File: src/rtl/id_pkg.sv
// Shared types and constants for the identifier scanner: FSM states,
// character classes and the ASCII range bounds used for classification.
package id_pkg;

  typedef enum logic [1:0] {
    StIdle,
    StIdent,
    StOther,
    StEmit
  } state_e;

  typedef enum logic [1:0] {
    ClsLetter,
    ClsDigit,
    ClsDelim
  } char_class_e;

  localparam logic [7:0] AsciiLowA = 8'h61;
  localparam logic [7:0] AsciiLowZ = 8'h7a;
  localparam logic [7:0] AsciiUpA  = 8'h41;
  localparam logic [7:0] AsciiUpZ  = 8'h5a;
  localparam logic [7:0] AsciiDig0 = 8'h30;
  localparam logic [7:0] AsciiDig9 = 8'h39;

endpackage

File: src/rtl/id_char_class.sv
// Purely combinational character classifier: LETTER, DIGIT or DELIM.
module id_char_class
  import id_pkg::*;
(
  input  logic [7:0] in_char,
  output logic [1:0] char_cls
);

  always_comb begin
    char_cls = ClsDelim;
    if ((in_char >= AsciiLowA && in_char <= AsciiLowZ) ||
        (in_char >= AsciiUpA && in_char <= AsciiUpZ)) begin
      char_cls = ClsLetter;
    end else if (in_char >= AsciiDig0 && in_char <= AsciiDig9) begin
      char_cls = ClsDigit;
    end
  end

endmodule

File: src/rtl/id_scan_ctrl.sv
// Scans a character stream into tokens, reports each token's class and length,
// and counts the identifiers handed to the consumer.
module id_scan_ctrl
  import id_pkg::*;
#(
  parameter int unsigned LEN_W = 6,
  parameter int unsigned CNT_W = 16
) (
  input  logic             clk,
  input  logic             rst_n,
  input  logic             in_valid,
  input  logic [7:0]       in_char,
  output logic             in_ready,
  output logic             tok_valid,
  input  logic             tok_ready,
  output logic             tok_is_id,
  output logic [LEN_W-1:0] tok_len,
  output logic             tok_ovf,
  output logic [CNT_W-1:0] id_count
);

  localparam logic [LEN_W-1:0] LenMax = '1;
  localparam logic [CNT_W-1:0] CntMax = '1;

  state_e           state_q, state_d;
  logic [LEN_W-1:0] len_q, len_d;
  logic             ovf_q, ovf_d;
  logic             load_res;
  logic             accept;
  logic [1:0]       cls_raw;
  char_class_e      cls;

  logic             tok_is_id_q;
  logic [LEN_W-1:0] tok_len_q;
  logic             tok_ovf_q;
  logic [CNT_W-1:0] id_count_q;

  id_char_class u_char_class (
    .in_char  (in_char),
    .char_cls (cls_raw)
  );

  assign cls    = char_class_e'(cls_raw);
  assign accept = in_valid & in_ready;

  always_ff @(posedge clk or negedge rst_n) begin
    if (!rst_n) begin
      state_q <= StIdle;
      len_q   <= '0;
      ovf_q   <= 1'b0;
    end else begin
      state_q <= state_d;
      len_q   <= len_d;
      ovf_q   <= ovf_d;
    end
  end

  always_comb begin
    state_d  = state_q;
    len_d    = len_q;
    ovf_d    = ovf_q;
    load_res = 1'b0;
    unique case (state_q)
      StIdle: begin
        if (accept && cls != ClsDelim) begin
          state_d = (cls == ClsLetter) ? StIdent : StOther;
          len_d   = LEN_W'(1);
          ovf_d   = 1'b0;
        end
      end
      StIdent, StOther: begin
        if (accept) begin
          if (cls == ClsDelim) begin
            // Terminating delimiter is consumed but neither counted nor kept.
            state_d  = StEmit;
            load_res = 1'b1;
            len_d    = '0;
            ovf_d    = 1'b0;
          end else if (len_q == LenMax) begin
            ovf_d = 1'b1;
          end else begin
            len_d = len_q + LEN_W'(1);
          end
        end
      end
      StEmit: begin
        if (tok_ready) state_d = StIdle;
      end
      default: state_d = StIdle;
    endcase
  end

  always_comb begin
    in_ready  = (state_q != StEmit);
    tok_valid = (state_q == StEmit);
  end

  always_ff @(posedge clk or negedge rst_n) begin
    if (!rst_n) begin
      tok_is_id_q <= 1'b0;
      tok_len_q   <= '0;
      tok_ovf_q   <= 1'b0;
    end else if (load_res) begin
      tok_is_id_q <= (state_q == StIdent);
      tok_len_q   <= len_q;
      tok_ovf_q   <= ovf_q;
    end
  end

  always_ff @(posedge clk or negedge rst_n) begin
    if (!rst_n) begin
      id_count_q <= '0;
    end else if (tok_valid && tok_ready && tok_is_id_q && id_count_q != CntMax) begin
      id_count_q <= id_count_q + CNT_W'(1);
    end
  end

  assign tok_is_id = tok_is_id_q;
  assign tok_len   = tok_len_q;
  assign tok_ovf   = tok_ovf_q;
  assign id_count  = id_count_q;

endmodule
File: config.mk
export PLATFORM = sky130hd
export DESIGN_NAME = id_scan_ctrl
export DESIGN_NICKNAME = d
export VERILOG_FILES = /design/src/rtl/id_pkg.sv /design/src/rtl/id_char_class.sv /design/src/rtl/id_scan_ctrl.sv
export SDC_FILE = /design/constraint.sdc
export NUM_CORES = 1
export LEC_CHECK = 0
export CELL_PAD_IN_SITES_DETAIL_PLACEMENT = 0
export CELL_PAD_IN_SITES_GLOBAL_PLACEMENT = 1
export CORE_UTILIZATION = 43
export DETAILED_ROUTE_END_ITERATION = 10
export PLACE_DENSITY_LB_ADDON = 0.1
export SLEW_MARGIN = 20
export SYNTH_ARGS = -nofsm -noshare
export SYNTH_HDL_FRONTEND = slang
export SYNTH_HIERARCHICAL = 1
export SYNTH_SLANG_ARGS = --single-unit
File: constraint.sdc
create_clock -name clk -period 4.4 [get_ports clk]
set_clock_uncertainty 0.05 [all_clocks]
set_input_delay 0.88 -clock clk [delete_from_list [all_inputs] [get_ports clk]]
set_output_delay 0.88 -clock clk [all_outputs]
set_load 0.02 [all_outputs]
# Word level (Yosys, flattened, before mapping)
# Index checks and enable logic that the tools add are counted.
[word_totals]
ram_bits = 0
inputBits = 12
output_inout_bits = 26
register_bits = 33
mem_bits_ro = 0
latch_bits = 0
word_cells = 66
n_memories = 0
[op_classes]
bitwise = 1
eq_ne = 14
n_addsub = 2
n_reduce_logical = 15
n_mul = 0
n_div = 0
order_cmp = 6
shifts = 0
n_mux = 21
[op_table]
columns = ["operator", "n"]
rows = [
  ["6-bit 2-to-1 mux", 4],
  ["16-bit by 1-bit adder with 16-bit output, second input constant", 1],
  ["8-bit by 7-bit greater-or-equal comparator with 1-bit output, second input constant", 2],
  ["8-bit by 7-bit <= comparator with 1-bit output, second input constant", 2],
  ["16-bit != test, second input constant", 1],
  ["2-bit 2-to-1 mux", 7],
  ["6-bit case mux with 2 select lines", 1],
  ["4-bit AND reduction", 3],
  ["2-bit != test, second input constant", 5],
  ["8-bit by 6-bit greater-or-equal comparator with 1-bit output, second input constant", 1],
  ["8-bit by 6-bit <= comparator with 1-bit output, second input constant", 1],
  ["1-bit logical AND", 7],
  ["1-bit 2-to-1 mux", 7],
  ["6-bit by 1-bit adder with 6-bit output, second input constant", 1],
  ["2-bit equality test, second input constant", 3],
  ["6-bit equality test, second input constant", 1],
  ["3-bit != test, second input constant", 2],
  ["2-bit case mux with 3 select lines", 1],
  ["2-bit zero test", 2],
  ["2-bit by 1-bit equality test with 1-bit output, second input constant", 1],
  ["2-bit by 1-bit != test with 1-bit output, second input constant", 1],
  ["1-bit case mux with 2 select lines", 1],
  ["2-bit nonzero test", 1],
  ["2-bit OR reduction", 1],
  ["other kinds (2)", 2],
]

# Depth between registers and ports, before layout
# Gate-level depths: netlist of the first run.
[logic_depth]
depth_word = 8
depth_mapped = 9
ltp_nobuf = 7

# By module
# Netlist of the first run, hierarchy kept.
[modules_own_cells]
columns = ["module", "seq_area_each_um2", "cells_each", "area_each_um2", "instances"]
rows = [
  ["id_scan_ctrl", 825.8, 157, 1765.4, 1],
  ["id_char_class", 0.0, 8, 56.3, 1],
]

# Worst setup path after synthesis of the first run
# Ideal clock, no wire load.
[synth_path]
path_kind = "in2reg"
start = "input port in_char[2]"
end = "register tok_is_id_q (netlist: tok_is_id)"
n_path_buf = 1
cell_stages = 7
t_arrival_ns = 2.717
required_ns = 4.225
path_slack_ns = 1.509
setup_ns = 0.125
cell_sequence = "or2_0 > or4_1 > a41oi_1 > nor2b_1 > clkbuf_1 > nand4_1 > mux2_2"
[synth_via]
elab_chain_len = 8
word_cells_on_any_way = 16
cone_classes = "order compare: 6; eq/ne: 1; mux: 5; reduce/logical: 4"
[synth_lines]
columns = ["element", "line", "text"]
rows = [
  ["start, declared", "id_scan_ctrl.sv:12", "input logic [7:0] in_char,"],
  ["8-bit by 6-bit greater-or-equal comparator with 1-bit output, or another cell as far along", "id_char_class.sv:14", "end else if (in_char >= AsciiDig0 && in_char <= AsciiDig9) begin"],
  ["1-bit logical AND (on tied branches)", "id_char_class.sv:14, id_char_class.sv:11, id_char_class.sv:12", ""],
  ["2-bit 2-to-1 mux / 1-bit logical OR (equally long branches)", "id_char_class.sv:14, id_char_class.sv:11", ""],
  ["2-bit 2-to-1 mux (*)", "id_char_class.sv:11", "if ((in_char >= AsciiLowA && in_char <= AsciiLowZ) ||"],
  ["named net cls[1]", "id_scan_ctrl.sv:31", "char_class_e cls;"],
  ["2-bit equality test (*)", "id_scan_ctrl.sv:73", "if (cls == ClsDelim) begin"],
  ["1-bit 2-to-1 mux (*)", "id_scan_ctrl.sv:73", ""],
  ["1-bit 2-to-1 mux (*)", "id_scan_ctrl.sv:72", "if (accept) begin"],
  ["1-bit 2-to-1 mux (*)", "id_scan_ctrl.sv:63", "unique case (state_q)"],
  ["end signal, assigned", "id_scan_ctrl.sv:104", "tok_is_id_q <= (state_q == StIdent);"],
  ["end, declared", "id_scan_ctrl.sv:33", "logic tok_is_id_q;"],
]
# The timed path passes the listed nets; every way through them passes the cells marked *.
# A chain may end at the register's enable or synchronous reset.

# Final worst setup path of the first run
[layout_path]
start = "input port in_char[2]"
end = "register tok_len_q[4] (netlist: tok_len[4])"
[layout_via]
elab_chain_len = 8
word_cells_on_any_way = 16
cone_classes = "order compare: 6; eq/ne: 1; mux: 5; reduce/logical: 4"
[layout_lines]
columns = ["element", "line", "text"]
rows = [
  ["8-bit by 6-bit greater-or-equal comparator with 1-bit output, or another cell as far along", "id_char_class.sv:14", ""],
  ["1-bit logical AND (on tied branches)", "id_char_class.sv:14, id_char_class.sv:11, id_char_class.sv:12", ""],
  ["2-bit 2-to-1 mux / 1-bit logical OR (equally long branches)", "id_char_class.sv:14, id_char_class.sv:11", ""],
  ["2-bit 2-to-1 mux (*)", "id_char_class.sv:11", ""],
  ["named net cls[1]", "id_scan_ctrl.sv:31", ""],
  ["2-bit equality test (*)", "id_scan_ctrl.sv:73", ""],
  ["1-bit 2-to-1 mux (*)", "id_scan_ctrl.sv:73", ""],
  ["1-bit 2-to-1 mux (*)", "id_scan_ctrl.sv:72", ""],
  ["1-bit 2-to-1 mux (*)", "id_scan_ctrl.sv:63", ""],
  ["end signal, assigned", "id_scan_ctrl.sv:105", "tok_len_q <= len_q;"],
  ["end, declared", "id_scan_ctrl.sv:34", "logic [LEN_W-1:0] tok_len_q;"],
]
# Marked as above.

==> metrics.md, run 1 <==
| Metric | Value |
|---|---|
| Die Ht | `67.1 um` |
| DRT antenna net count | `0` |
| Crit path time final | `3.29 ns` |
| Hold Buf Count CTS | `0` |
| RSZ-0062 raised after global routing | `false` |
| Clk_lat worst skew | `0.28 ns` |
| Worst slew margin relative to its limit | `0.637` |
| TritonCTS clock tree | `done` |
| Synth Flop Type | `dfrtp_1` |
| Initial antenna violation count | `0` |
| Starting Density | `0.452` |
| Tightest Hold Check Type | `flip-flop to flip-flop` |
| Clk pin slew, worst setup/hold paths | `0.07 ns` |
| Resize count post-CTS | `0` |
| Post-synth top area share | `0.453` |
| GRT Total Usage | `0.189` |
| Startpoint types | `primary input` |
| Crit path required time | `4.52 ns` |
| Final setup viols | `0` |
| Netlist cell types | `46` |
| Vias | `1,448` |
| Cts bufs inserted | `5` |
| Initial DRC count | `93` |
| Finished Layout Cells | `258` |
| H-tree levels | `2` |
| Fin area | `0.00236 sq mm` |
| Number of flops mapped to enable cells by yosys | `0` |
| Core area | `0.00403 sq mm` |
| Fraction of layout cells with a size suffix above 1 | `0.135` |
| Critical Path AT | `3.41 ns` |
| Top cells by area, synth | `dfrtp_1 45%, xor2_1 5.3%, mux2_2 4.9%` |
| Setup Buffers After CTS | `0` |
| Worst-Margin Slew | `0.544 ns` |
| TNS Setup | `0 ns` |
| Antenna diode count | `0` |
| Pre-antenna DRT Iters | `4` |
| Ports | `38` |
| Mapped Cells | `165` |
| Run status | `complete, no violations` |
| Largest net degree at the start of global routing | `34` |
| Synthesized area | `0.00182 sq mm` |
| Wire length per cell | `14.2 um` |
| Post-Syn Nets | `183` |
| # DRC | `0` |
| DPL Wire Length | `2.77 mm` |
| Commonest cells post-synth | `33 x dfrtp_1, 12 x a21oi_1, 11 x xor2_1` |
| Layout area overhead | `29.6%` |
| Period Utilization, post-route | `0.748` |
| CTS max path bufs | `2` |
| # rows | `23` |
| Crit path kind | `primary input to flip-flop` |
| Total wire length | `3.67 mm` |
| Cell with the most instances after synthesis | `dfrtp_1` |
| Area leader, netlist | `dfrtp_1` |
| CP max FO | `8` |
| Overall power | `1.08 mW` |
| RePlAce Congestion | `0.772` |
| Fin. Hold Viols | `0` |
| Syn. warnings | `6` |
| Port bufs | `37` |
| Post-layout net count | `225` |
| CTS Root Cell | `clkbuf_8` |
| Post-synthesis sequential area ratio | `0.453` |
| Drt via density | `5.61` |
| Synth Area per Inst | `11.0 sq um` |
| Placed insts | `250` |
| Leakage | `1.08 nW` |
| GRT overflow | `0` |
| Placed inst area | `0.00224 sq mm` |
| Area of the die | `0.00450 sq mm` |
| Pwr Density | `457 mW/mm^2` |
| Clk sink count | `33` |
| Final count of pins violating max slew | `0` |
| Chip width | `67.1 um` |
| Post-synth ARST share | `1.00` |
| Worst setup EP type | `flip-flop` |
| Global-route wire length before repair | `6.33 mm` |
| Post-synthesis sequential element count | `33` |
| Max frequency | `0.304 GHz` |
| Max cap viols | `0` |
| VDD IR max | `0.307 mV` |
| Filler Cell Count | `333` |
| Vias in the first global route | `1,359` |
==> path summary, 6_finish.rpt <==
kind	start	to	slack (ns)	cells after the start
max in group asynchronous	rst_n	len_q[2]	3.05	2
min in group asynchronous	rst_n	id_count[2]	0.95	2
hold reg to reg	id_count[14]	id_count[14]	0.44	1
setup / recovery	in_char[2]	tok_len[4]	1.11	7
hold / removal	id_count[14]	id_count[14]	0.44	1
setup reg to reg	state_q[0]	id_count[15]	2.25	5
==> state kept, by name, indices dropped and copies added (netlist names) <==
name       count
tok_len        6
ovf_q          1
tok_ovf        1
state_q        2
id_count      16
tok_is_id      1
len_q          6
==> kinds of logic after synthesis <==
kind of cell             synth area share
multiplexers                       0.0783
flip-flops                          0.453
buffers and inverters              0.0261
AND/OR/NAND/NOR                     0.190
AO/OA/AOI/OAI                       0.144
adder cells (fa/ha/maj)            0.0412
XOR/XNOR                           0.0666
==> routing by layer <==
layer / vias up / routed length (um) / global-route usage
li1: 700 / - / -
met1: 706 / 1620 / 0.228
met2: 38 / 1890 / 0.321
met3: 4 / 123 / 0.0514
met4: 0 / 31 / 0.0612
met5: - / 0 / 0
==> cell type report <==
cell class | instances | area (sq um) | area share
clock buffers | 7 | 86.3 | 0.0366
clock inverters | 1 | 30.0 | 0.0127
inverters | 6 | 22.5 | 0.00954
multi-input cells | 122 | 948 | 0.402
flip-flops and latches | 33 | 826 | 0.350
well taps | 50 | 62.6 | 0.0265
repair buffers | 39 | 385 | 0.163
==> cell usage in the layout (no fill, tap or decap), types with 2 or more instances in the layout <==
cell,netlist,layout
mux2_2,8,8
ha_1,6,6
mux2_1,2,2
nand2b_1,2,2
dfrtp_1,33,33
clkbuf_8,0,6
nor2b_1,4,4
clkdlybuf4s50_1,0,37
a41oi_1,4,4
nor4_4,2,2
xor2_1,11,11
a211oi_1,4,4
nand3_2,2,2
nor4_2,2,2
nand2_1,10,10
buf_4,0,2
nand3_1,4,4
a22o_1,2,2
a21oi_1,12,12
and3_1,5,5
mux2i_1,3,3
nor3_1,2,2
nand4_1,8,8
nor2_1,3,3
o21ai_0,4,4
inv_1,6,6
o21ai_1,3,3
==> critical path, cell delays in order <==
cell,delay [ns]
clkdlybuf4s50_1,0.41
or2_0,0.23
or4_1,0.40
a41oi_1,0.25
nor2b_1,0.39
nand4_1,0.43
mux2_2,0.42
==> power by group <==
part	internal [mW]	leakage, nW	switching, mW
registers	0.348	0.443	0.0453
clock network	0.185	0.0585	0.110
logic	0.186	0.575	0.206
==> stage by stage <==
stage / hold WS, ns / setup WS [ns] / utilization
2_1_floorplan: 0.432 / 1.51 / -
3_3_place_gp: 0.426 / 0.872 / 0.557
3_5_place_dp: 0.433 / 0.759 / 0.557
4_1_cts: 0.448 / 1.06 / 0.586
5_1_grt: 0.480 / 0.883 / 0.586
6_report: 0.440 / 1.11 / 0.586
(Power assumes the default switching activity.)
==> inputs of run 2 (changes only) <==
--- a/config.mk
+++ b/config.mk
@@ -7,7 +7,7 @@
 export LEC_CHECK = 0
 export CELL_PAD_IN_SITES_DETAIL_PLACEMENT = 0
 export CELL_PAD_IN_SITES_GLOBAL_PLACEMENT = 1
-export CORE_UTILIZATION = 43
+export CORE_UTILIZATION = 39
 export DETAILED_ROUTE_END_ITERATION = 10
 export PLACE_DENSITY_LB_ADDON = 0.1
 export SLEW_MARGIN = 20
==> constraint.sdc (replaced) <==
create_clock -name clk -period 3.1 [get_ports clk]
set_clock_uncertainty 0.05 [all_clocks]
set_input_delay 0.62 -clock clk [delete_from_list [all_inputs] [get_ports clk]]
set_output_delay 0.62 -clock clk [all_outputs]
set_load 0.02 [all_outputs]
==> run 2 against run 1 <==
Net effect:
- combinational power is 48% higher
- setup slack worse by 0.88 ns
- sequential share of layout area is 0.37 points lower
- via count is 0.35% lower
- sequential power is 41% higher
- register-to-register slack worse by 1.3 ns
- flip-flop and latch count stayed put
- first-iteration DRC count is 17% higher
- global-route usage is 1.3 points lower
- highest routed layer unchanged
==> metrics.md, run 2 (same netlist as run 1, synthesis figures left out) <==
| Metric | Value |
|---|---|
| Run status | `complete, no violations` |
| CTS max path bufs | `2 (unchanged)` |
| Crit path kind | `primary input to flip-flop` |
| Resize count post-CTS | `0 (unchanged)` |
| Layout area overhead | `31.0%` |
| Filler Cell Count | `375 (+13%)` |
| Fraction of layout cells with a size suffix above 1 | `0.147 (+0.0123)` |
| Startpoint types | `primary input` |
| Clk sink count | `33 (unchanged)` |
| TNS Setup | `0 ns (unchanged)` |
| Vias in the first global route | `1,458 (+7.3%)` |
| Starting Density | `0.413 (-0.0395)` |
| Initial DRC count | `109 (+17%)` |
| Vias | `1,443 (-0.35%)` |
| CTS Root Cell | `clkbuf_8` |
| # rows | `24 (+4.3%)` |
| Max cap viols | `0 (unchanged)` |
| Beginning of the worst hold path | `id_count[14]` |
| Multi-input logic area | `948 sq um (unchanged)` |
| Hold Slack | `0.439 ns (-0.00134 ns)` |
| DPL Wire Length | `2.83 mm (+1.9%)` |
| # DRC | `0 (unchanged)` |
| Chip width | `70.3 um (+4.9%)` |
| Final count of pins violating max slew | `0 (unchanged)` |
| Port bufs | `37 (unchanged)` |
| Area of the die | `0.00495 sq mm (+9.9%)` |
| TritonCTS clock tree | `done` |
| Hold Buf Count CTS | `0 (unchanged)` |
| Commonest non-fill, non-tap cell in the layout | `clkdlybuf4s50_1` |
| Pre-antenna DRT Iters | `4 (unchanged)` |
| Largest net degree at the start of global routing | `34 (unchanged)` |
| Period Utilization, post-route | `0.926` |
| Max FFs per register | `16 (unchanged)` |
| VDD IR max | `0.364 mV (+18%)` |
| GRT overflow | `0 (unchanged)` |
| Setup Buffers After CTS | `0 (unchanged)` |
| Antenna diode count | `0 (unchanged)` |
| Share of the core filled with cells | `0.541 (-0.0455)` |
| Post-layout net count | `228 (+1.3%)` |
| CP max FO | `5 (-3)` |
| Global-route wire length before repair | `6.89 mm (+8.8%)` |
| Worst setup EP type | `flip-flop` |
| Wire length per cell | `14.3 um (+0.83%)` |
| Worst slew margin relative to its limit | `0.633 (-0.00431)` |
| GRT Total Usage | `0.176 (-0.0132)` |
| RSZ-0062 raised after global routing | `false` |
| Pwr Density | `653 mW/mm^2 (+43%)` |
| Ports | `38 (unchanged)` |
| Initial antenna violation count | `0 (unchanged)` |
| H-tree levels | `2 (unchanged)` |
| Overall power | `1.56 mW (+44%)` |
| Clk_lat worst skew | `0.28 ns (about the same)` |
| Drt via density | `5.49 (-2.2%)` |
| Worst-Margin Slew | `0.550 ns (+0.00646 ns)` |
| Register Area | `826 sq um (unchanged)` |
| Critical Path AT | `2.97 ns (-0.44 ns)` |
| Clk pin slew, worst setup/hold paths | `0.07 ns (about the same)` |
| Total wire length | `3.77 mm (+2.8%)` |
| Fin. Hold Viols | `0 (unchanged)` |
| Leakage | `1.09 nW (+1.2%)` |
| Crit path required time | `3.20 ns (-1.32 ns)` |
| Most frequent cells in the layout | `37 x clkdlybuf4s50_1, 33 x dfrtp_1, 12 x a21oi_1` |
| Cts bufs inserted | `5 (unchanged)` |
| Final setup viols | `0 (unchanged)` |
| DRT antenna net count | `0 (unchanged)` |
| Core area | `0.00441 sq mm (+9.6%)` |
| Critical path launch point | `in_char[2]` |
| RePlAce Congestion | `0.867 (+12%)` |
| Max frequency | `0.348 GHz` |
| Tightest Hold Check Type | `flip-flop to flip-flop` |
| Crit path time final | `2.87 ns` |
| Die Ht | `70.3 um (+4.9%)` |
| R2r startpoint | `state_q[0]` |
[run 2: power breakdown]
part	internal (mW)	leakage [nW]	switching (mW)
combinational	0.279	0.588	0.301
clock	0.262	0.0585	0.162
sequential	0.494	0.443	0.0601
[run 2: final timing paths]
path / end / slack, ns / cells after the start
worst max-delay path: state_q[1] / 0.23 / 9
worst min-delay path: id_count[14] / 0.44 / 1
worst max register to register: id_count[15] / 0.95 / 5
worst min register to register: id_count[14] / 0.44 / 1
max in group asynchronous: tok_len[4] / 2.00 / 2
min in group asynchronous: id_count[2] / 0.69 / 2
[run 2: metrics by stage]
stage	worst slack, ns	cell area (sq um)	instances
after global routing	0.0625	2390	263
after detailed placement	-0.0376	2270	255
after CTS	0.241	2390	263
after floorplan	0.469	1820	165
after global placement	0.0356	2270	255
final	0.229	2390	263
[run 2: cell type report]
type                       count  area share
tap                           52      0.0273
clock inverter                 1      0.0126
timing repair buffer          42       0.171
sequential                    33       0.346
clock buffer                   7      0.0362
inverter                       6     0.00944
multi-input combinational    122       0.397
[run 2: metal layers]
| metal | vias up | track usage | share of wire |
|---|---|---|---|
| met4 | 0 | 0.0556 | 0.0096 |
| met5 | - | 0 | 0 |
| met3 | 4 | 0.0476 | 0.031 |
| met2 | 35 | 0.302 | 0.52 |
| li1 | 703 | - | - |
| met1 | 701 | 0.212 | 0.44 |
[run 2: critical path, cell delays in order]
cell and delay (ns):
clkdlybuf4s50_1 0.42, or2_0 0.24, or4_1 0.41, a41oi_1 0.25, nor2b_1 0.28, buf_4 0.17, nand2b_1 0.20, a41oi_1 0.21
mux2i_1 0.17
==> variant 1: new RTL, flow settings as in run 2 <==
Put one more register stage on the output `id_count`, without a reset. The value now appears one clock later. The other outputs are not delayed to match.
--- a/src/rtl/id_scan_ctrl.sv
+++ b/src/rtl/id_scan_ctrl.sv
@@ -118,6 +118,8 @@
   assign tok_is_id = tok_is_id_q;
   assign tok_len   = tok_len_q;
   assign tok_ovf   = tok_ovf_q;
-  assign id_count  = id_count_q;
+  always_ff @(posedge clk) begin
+    id_count <= id_count_q;
+  end
 
 endmodule
Behaviour: not the same (a bounded check fails within 4 cycles, from zero or initial values and one cycle with rst_n low).
==> variant 1 against run 2 <==
  * Worst setup slack better by 0.15 ns
  * Count of clock-buffer cells in the layout fell by 1
  * Sequential power grew 39%
  * Via count rose by 5.9%
  * Sequential cell count is 16 higher
  * Synthesized cell count is 8.5% higher
  * Total power increased by 12%
  * Routed wire length is 8.2% higher
  * Synthesized area up 17%
  * Final area grew 13%
  * Fmax rose by 5.5%
  * Critical path depth fell by 1
  * Critical path type unchanged
  * Largest cell class is now registers
  * Highest routed layer unchanged
==> variant 1: results (changes against run 2) <==
Worst setup path
The worst-path maximum fanout is 9 (+4). The family with the most delay on the worst path is simple AND/OR/NAND/NOR gates. The maximum single-stage delay on the critical path is 0.42 ns (about the same). The arrival time of data at the critical path endpoint was 2.83 ns (-0.14 ns). The cell type of the slowest stage on the worst timing path is clkdlybuf4s50_1.

Synthesis
By count the netlist is led by 33 x dfrtp_1, 16 x dfxtp_1, 14 x a21oi_1. The total of warnings raised by yosys came to 6 (unchanged). The synthesized netlist cell count is 179 (+8.5%). The fraction of the mapped netlist area in compound gates is 13.9% (-0.50 points). The top flip-flop cell by instance count after synthesis is dfrtp_1. The adder-cell area share of the yosys netlist is 3.51% (-0.61 points). Sorting the synthesized cells by area gives the leading types as dfrtp_1 39%, dfxtp_1 15%, mux2_2 5.3%, ha_1 3.5%, a21oi_1 3.3%.

The fraction of registers with async set/reset is 67.3% (-33 points). The fraction of synthesized cell area in xor and xnor cells came to 4.51% (-2.2 points). The count of distinct cell types in the synthesized netlist is 51 (+11%). The sequential cell area fraction in the yosys report is 53.6% (+8.3 points). The multiplexer fraction of the synthesized cell area is 6.67% (-1.2 points). The number of nets produced by synthesis was 197 (+7.7%).

Detailed routing
The number of DRC violations after detailed-routing iteration 0 was 81 (-26%). The number of iterations in the first detailed-routing pass is 4 (unchanged). The average wire per standard cell was 13.8 µm (-3.8%).

The vias per cell is 5.16 (-5.9%).

Place
The last weighted congestion value of the routability-driven placer is 0.859 (-0.99%). The total placed cells including tap cells is 288 (+13%). The final HPWL from detailed placement is 3.02 mm (+6.8%). The number of buffer cells added on primary ports is 37 (unchanged).

Clocking
The post-CTS resize count was 0 (unchanged). The maximum level of the CTS H-tree is 2 (unchanged). The total clock buffers created by CTS is 5 (unchanged). The tree is rooted in a clkbuf_8. The post-CTS setup buffer count is 0 (unchanged). The clock-pin transition on the worst setup and hold timing paths is 0.09 ns (+0.02 ns).

The clock latency of the later-clocked register in the worst-skew pair came to 0.30 ns (+0.02 ns). The maximum buffer depth of the clock tree was 2 (unchanged).

Global routing
The largest net degree at the start of global routing is 34 (unchanged). The via count of the first global-routing pass is 1569 (+7.6%). The total global-route track usage is 15.6% (-1.9 points). The wire length of the first global-routing pass is 7.21 mm (+4.6%).

The number of antenna violations at the first check in global routing came to 0 (unchanged).

Final layout
The final net count came to 243 (+6.6%). The number of fillers in the final layout came to 482 (+29%). The ratio of cells with drive above 1 in the final layout came to 15.0% (+0.35 points). The diode insertion count for antenna repair is 0 (unchanged).

The largest registers in the layout are id_count x16, id_count_q x16. The final instance count without filler cells came to 296 (+13%).

Hold path
The worst min-delay path class is reg2reg.

Timing
The transition time of the tightest slew-check pin came to 0.578 ns (+0.0276 ns).

Run status
The run finished with clean final reports.

Power
The worst-case vdd ir drop is 467 µV (+28%). The static leakage is 1.19 nW (+9.4%).
-- variant 1: final timing paths --
path,startpoint,to,slack (ns),cells past startpoint
max reg2reg,state_q[0],len_q[1],0.91,6
max,in_char[2],len_q[4],0.38,8
min in group asynchronous,rst_n,tok_ovf,0.66,2
max in group asynchronous,rst_n,state_q[1],2.03,2
min reg2reg,id_count_q[9],id_count[9],0.36,0
min,id_count_q[9],id_count[9],0.36,0
-- variant 1: metrics by stage --
stage	worst slack (ns)	area, µm²	hold slack [ns]
after floorplan	0.430	2140	0.274
after global placement	0.150	2620	0.329
after detailed placement	0.0726	2620	0.334
after CTS	0.390	2700	0.356
after global routing	0.215	2700	0.375
final	0.379	2700	0.360
-- variant 1: where the power goes --
| part | internal [mW] | switching (mW) |
|---|---|---|
| logic | 0.282 | 0.316 |
| registers | 0.708 | 0.0631 |
| clock network | 0.161 | 0.211 |
-- variant 1: per-layer routing --
metal | share of wire (%) | track usage, % | vias up
li1 | - | - | 746
met1 | 49 | 21.0 | 742
met2 | 45 | 24.1 | 34
met3 | 4.4 | 4.43 | 6
met4 | 1.4 | 5.58 | 0
met5 | 0 | 0 | -
-- variant 1: final cells by class --
type	count	area [µm²]	area share, %
clock inverter	2	13.8	0.509
tap	70	87.6	3.24
inverter	7	26.3	0.972
clock buffer	6	72.6	2.68
timing repair buffer	42	408	15.1
multi-input combinational	120	950	35.1
sequential	49	1150	42.4
-- variant 1: worst reg2reg max path: cells and delay by family (launching register included) --
kind                       cells  cell delay (ns)
buffers and inverters          1             0.09
AOI/OAI and AO/OA              3             0.96
DFF                            1             0.40
and+or+nand+nor                1             0.15
adders and majority gates      1             0.45
==> variant 2: new RTL, settings of run 2 <==
Made on the original files. Set the parameter `CNT_W` to 32 (it was 16).
--- a/src/rtl/id_scan_ctrl.sv
+++ b/src/rtl/id_scan_ctrl.sv
@@ -4,7 +4,7 @@
   import id_pkg::*;
 #(
   parameter int unsigned LEN_W = 6,
-  parameter int unsigned CNT_W = 16
+  parameter int unsigned CNT_W = 32
 ) (
   input  logic             clk,
   input  logic             rst_n,
Interface: changed (resized id_count); port bits go from 38 to 54. The function was not compared with the original's and may differ.
==> variant 2 against run 2 <==
  * Final area grew 39%
  * Synthesized area increased by 38%
  * Critical path type unchanged
  * Worst setup slack improved by 0.014 ns
  * Sequential cell count grew 16
  * Sequential share of layout area rose by 2.5 points
  * Largest power group is now registers
  * Clock power fell by 13%
  * Highest routed layer unchanged
  * Via count rose by 35%
  * Routed wire length rose by 41%
  * First-iteration DRC count fell by 54%
  * Total power increased by 12%
  * Utilization is 0.51 points higher
==> variant 2: results (changes against run 2) <==
Final layout
The number of fillers in the final layout is 549 (+46%). The flip-flop count of the largest register, all copies and words added is 32 (+16). The final net count is 315 (+38%). The ratio of cells with drive above 1 in the final layout is 14.4% (-0.26 points).

Synthesis
The sequential cell area fraction in the yosys report came to 48.7% (+3.4 points). The number of nets produced by synthesis is 244 (+33%). The synthesized netlist cell count came to 226 (+37%). The count of distinct cell types in the synthesized netlist was 42 (-8.7%). Sorting the synthesized cells by area gives the leading types as dfrtp_1 49%, xnor2_1 8.4%, mux2_2 4.5%, nand4_1 4.5%, ha_1 3.0%.

Place
The pre-CTS setup slack is -0.0600 ns (-0.0224 ns). The final HPWL from detailed placement is 3.93 mm (+39%). The number of buffer cells added on primary ports is 53 (+43%). The total placed cells including tap cells is 365 (+43%).

The last weighted congestion value of the routability-driven placer came to 0.743 (-14%).

Worst setup path
The arrival time of data at the critical path endpoint is 3.00 ns (+0.03 ns). The worst-path maximum fanout is 2 (-3). The total buffers and inverters traversed by the critical path is 1 (-1). The maximum single-stage delay on the critical path is 0.42 ns (about the same).

Global routing
The via count of the first global-routing pass is 1782 (+22%). The wire length of the first global-routing pass came to 8.67 mm (+26%). The total global-route track usage is 16.8% (-0.74 points).

Power
The fraction of power spent switching nets is 33.5% (-0.052 points). The worst-case vdd ir drop is 304 µV (-16%).

Timing
The headroom to the max-slew limit is 60.9% (-2.4 points).

Detailed routing
The number of DRC violations after detailed-routing iteration 0 is 50 (-54%). The average wire per standard cell was 14.3 µm (-0.39%). The vias per cell is 5.23 (-4.6%). The total length of routed wires is 5.32 mm (+41%).

Clocking
The clock latency of the later-clocked register in the worst-skew pair is 0.30 ns (+0.02 ns). The clock-pin transition on the worst setup and hold timing paths is 0.09 ns (+0.02 ns).

Hold path
The worst min-delay path class is in2async.

Run status
The flow ran to the end, and the final reports show no timing, DRC or antenna violations.
[variant 2: changes by cell type after synthesis, moves of 3 or more]
cell,before,now
nand4_1,8,18
nor2_1,3,12
nand2_1,10,17
xnor2_1,1,24
dfrtp_1,33,49
xor2_1,11,5
a21oi_1,12,5
a211oi_1,4,0
and4_1,0,4
nor2b_1,4,1
o21ai_1,3,0
o21ai_0,4,8
nand3_1,4,15
inv_1,6,10
[variant 2: cell type report]
cell class              count  area, µm²  area share [%]
multi-input cells         166       1250            37.7
flip-flops and latches     49       1230            37.1
repair buffers             65        616            18.6
well taps                  75       93.8            2.84
clock buffers               5       68.8            2.08
inverters                  10       37.5            1.14
clock inverters             3       17.5           0.530
[variant 2: logic make-up (layout without fill, tap and decap cells)]
kind of cell,Yosys count,in the layout,share of synthesized area (%)
AOI/OAI and AO/OA,25,25,7.81
xor gates and xnor gates,29,29,10.1
adders and majority gates,6,6,2.98
buffers and inverters,11,83,1.69
DFF,49,49,48.7
muxes,14,14,6.12
and+or+nand+nor,92,92,22.6
[variant 2: routing by layer]
| metal | global-route usage (%) | share of wire (%) | vias to the layer above |
|---|---|---|---|
| met2 | 25.7 | 42 | 51 |
| met5 | 0 | 0 | - |
| met3 | 3.96 | 5.6 | 4 |
| li1 | - | - | 969 |
| met4 | 4.74 | 0.86 | 0 |
| met1 | 23.7 | 51 | 928 |
[variant 2: path summary, 6_finish.rpt]
path	start	endpoint	slack [ns]	depth (start not counted)
max in group asynchronous	rst_n	id_count[17]	2.48	2
max	in_char[2]	state_q[0]	0.24	9
min in group clk	tok_len[3]	tok_len[3]	0.46	1
max reg2reg	state_q[0]	id_count[31]	0.86	6
min	rst_n	id_count[28]	0.25	2
min reg2reg	tok_len[3]	tok_len[3]	0.46	1
[variant 2: power groups by stage]
stage | registers [mW] | clock network, mW | logic (mW)
floorplan | 0.785 | 0 | 0.343
global placement | 0.763 | 0 | 0.614
detailed placement | 0.763 | 0 | 0.620
CTS | 0.751 | 0.385 | 0.623
global route | 0.762 | 0.409 | 0.684
finish | 0.751 | 0.370 | 0.615
[variant 2: stage by stage]
step	hold slack [ns]	cell area, µm²	utilization, %
floorplan	0.274	2520	-
global placement	0.430	3220	53.1
detailed placement	0.442	3220	53.1
CTS	0.250	3310	54.6
global route	0.262	3310	54.6
finish	0.251	3310	54.6
[variant 2: worst register-to-register path: cells and delay by family (launching register included)]
kind,cells,cell delay (ns)
fa+ha+maj,1,0.33
compound gates,1,0.38
xor+xnor,1,0.15
simple gates,3,0.79
flops,1,0.42
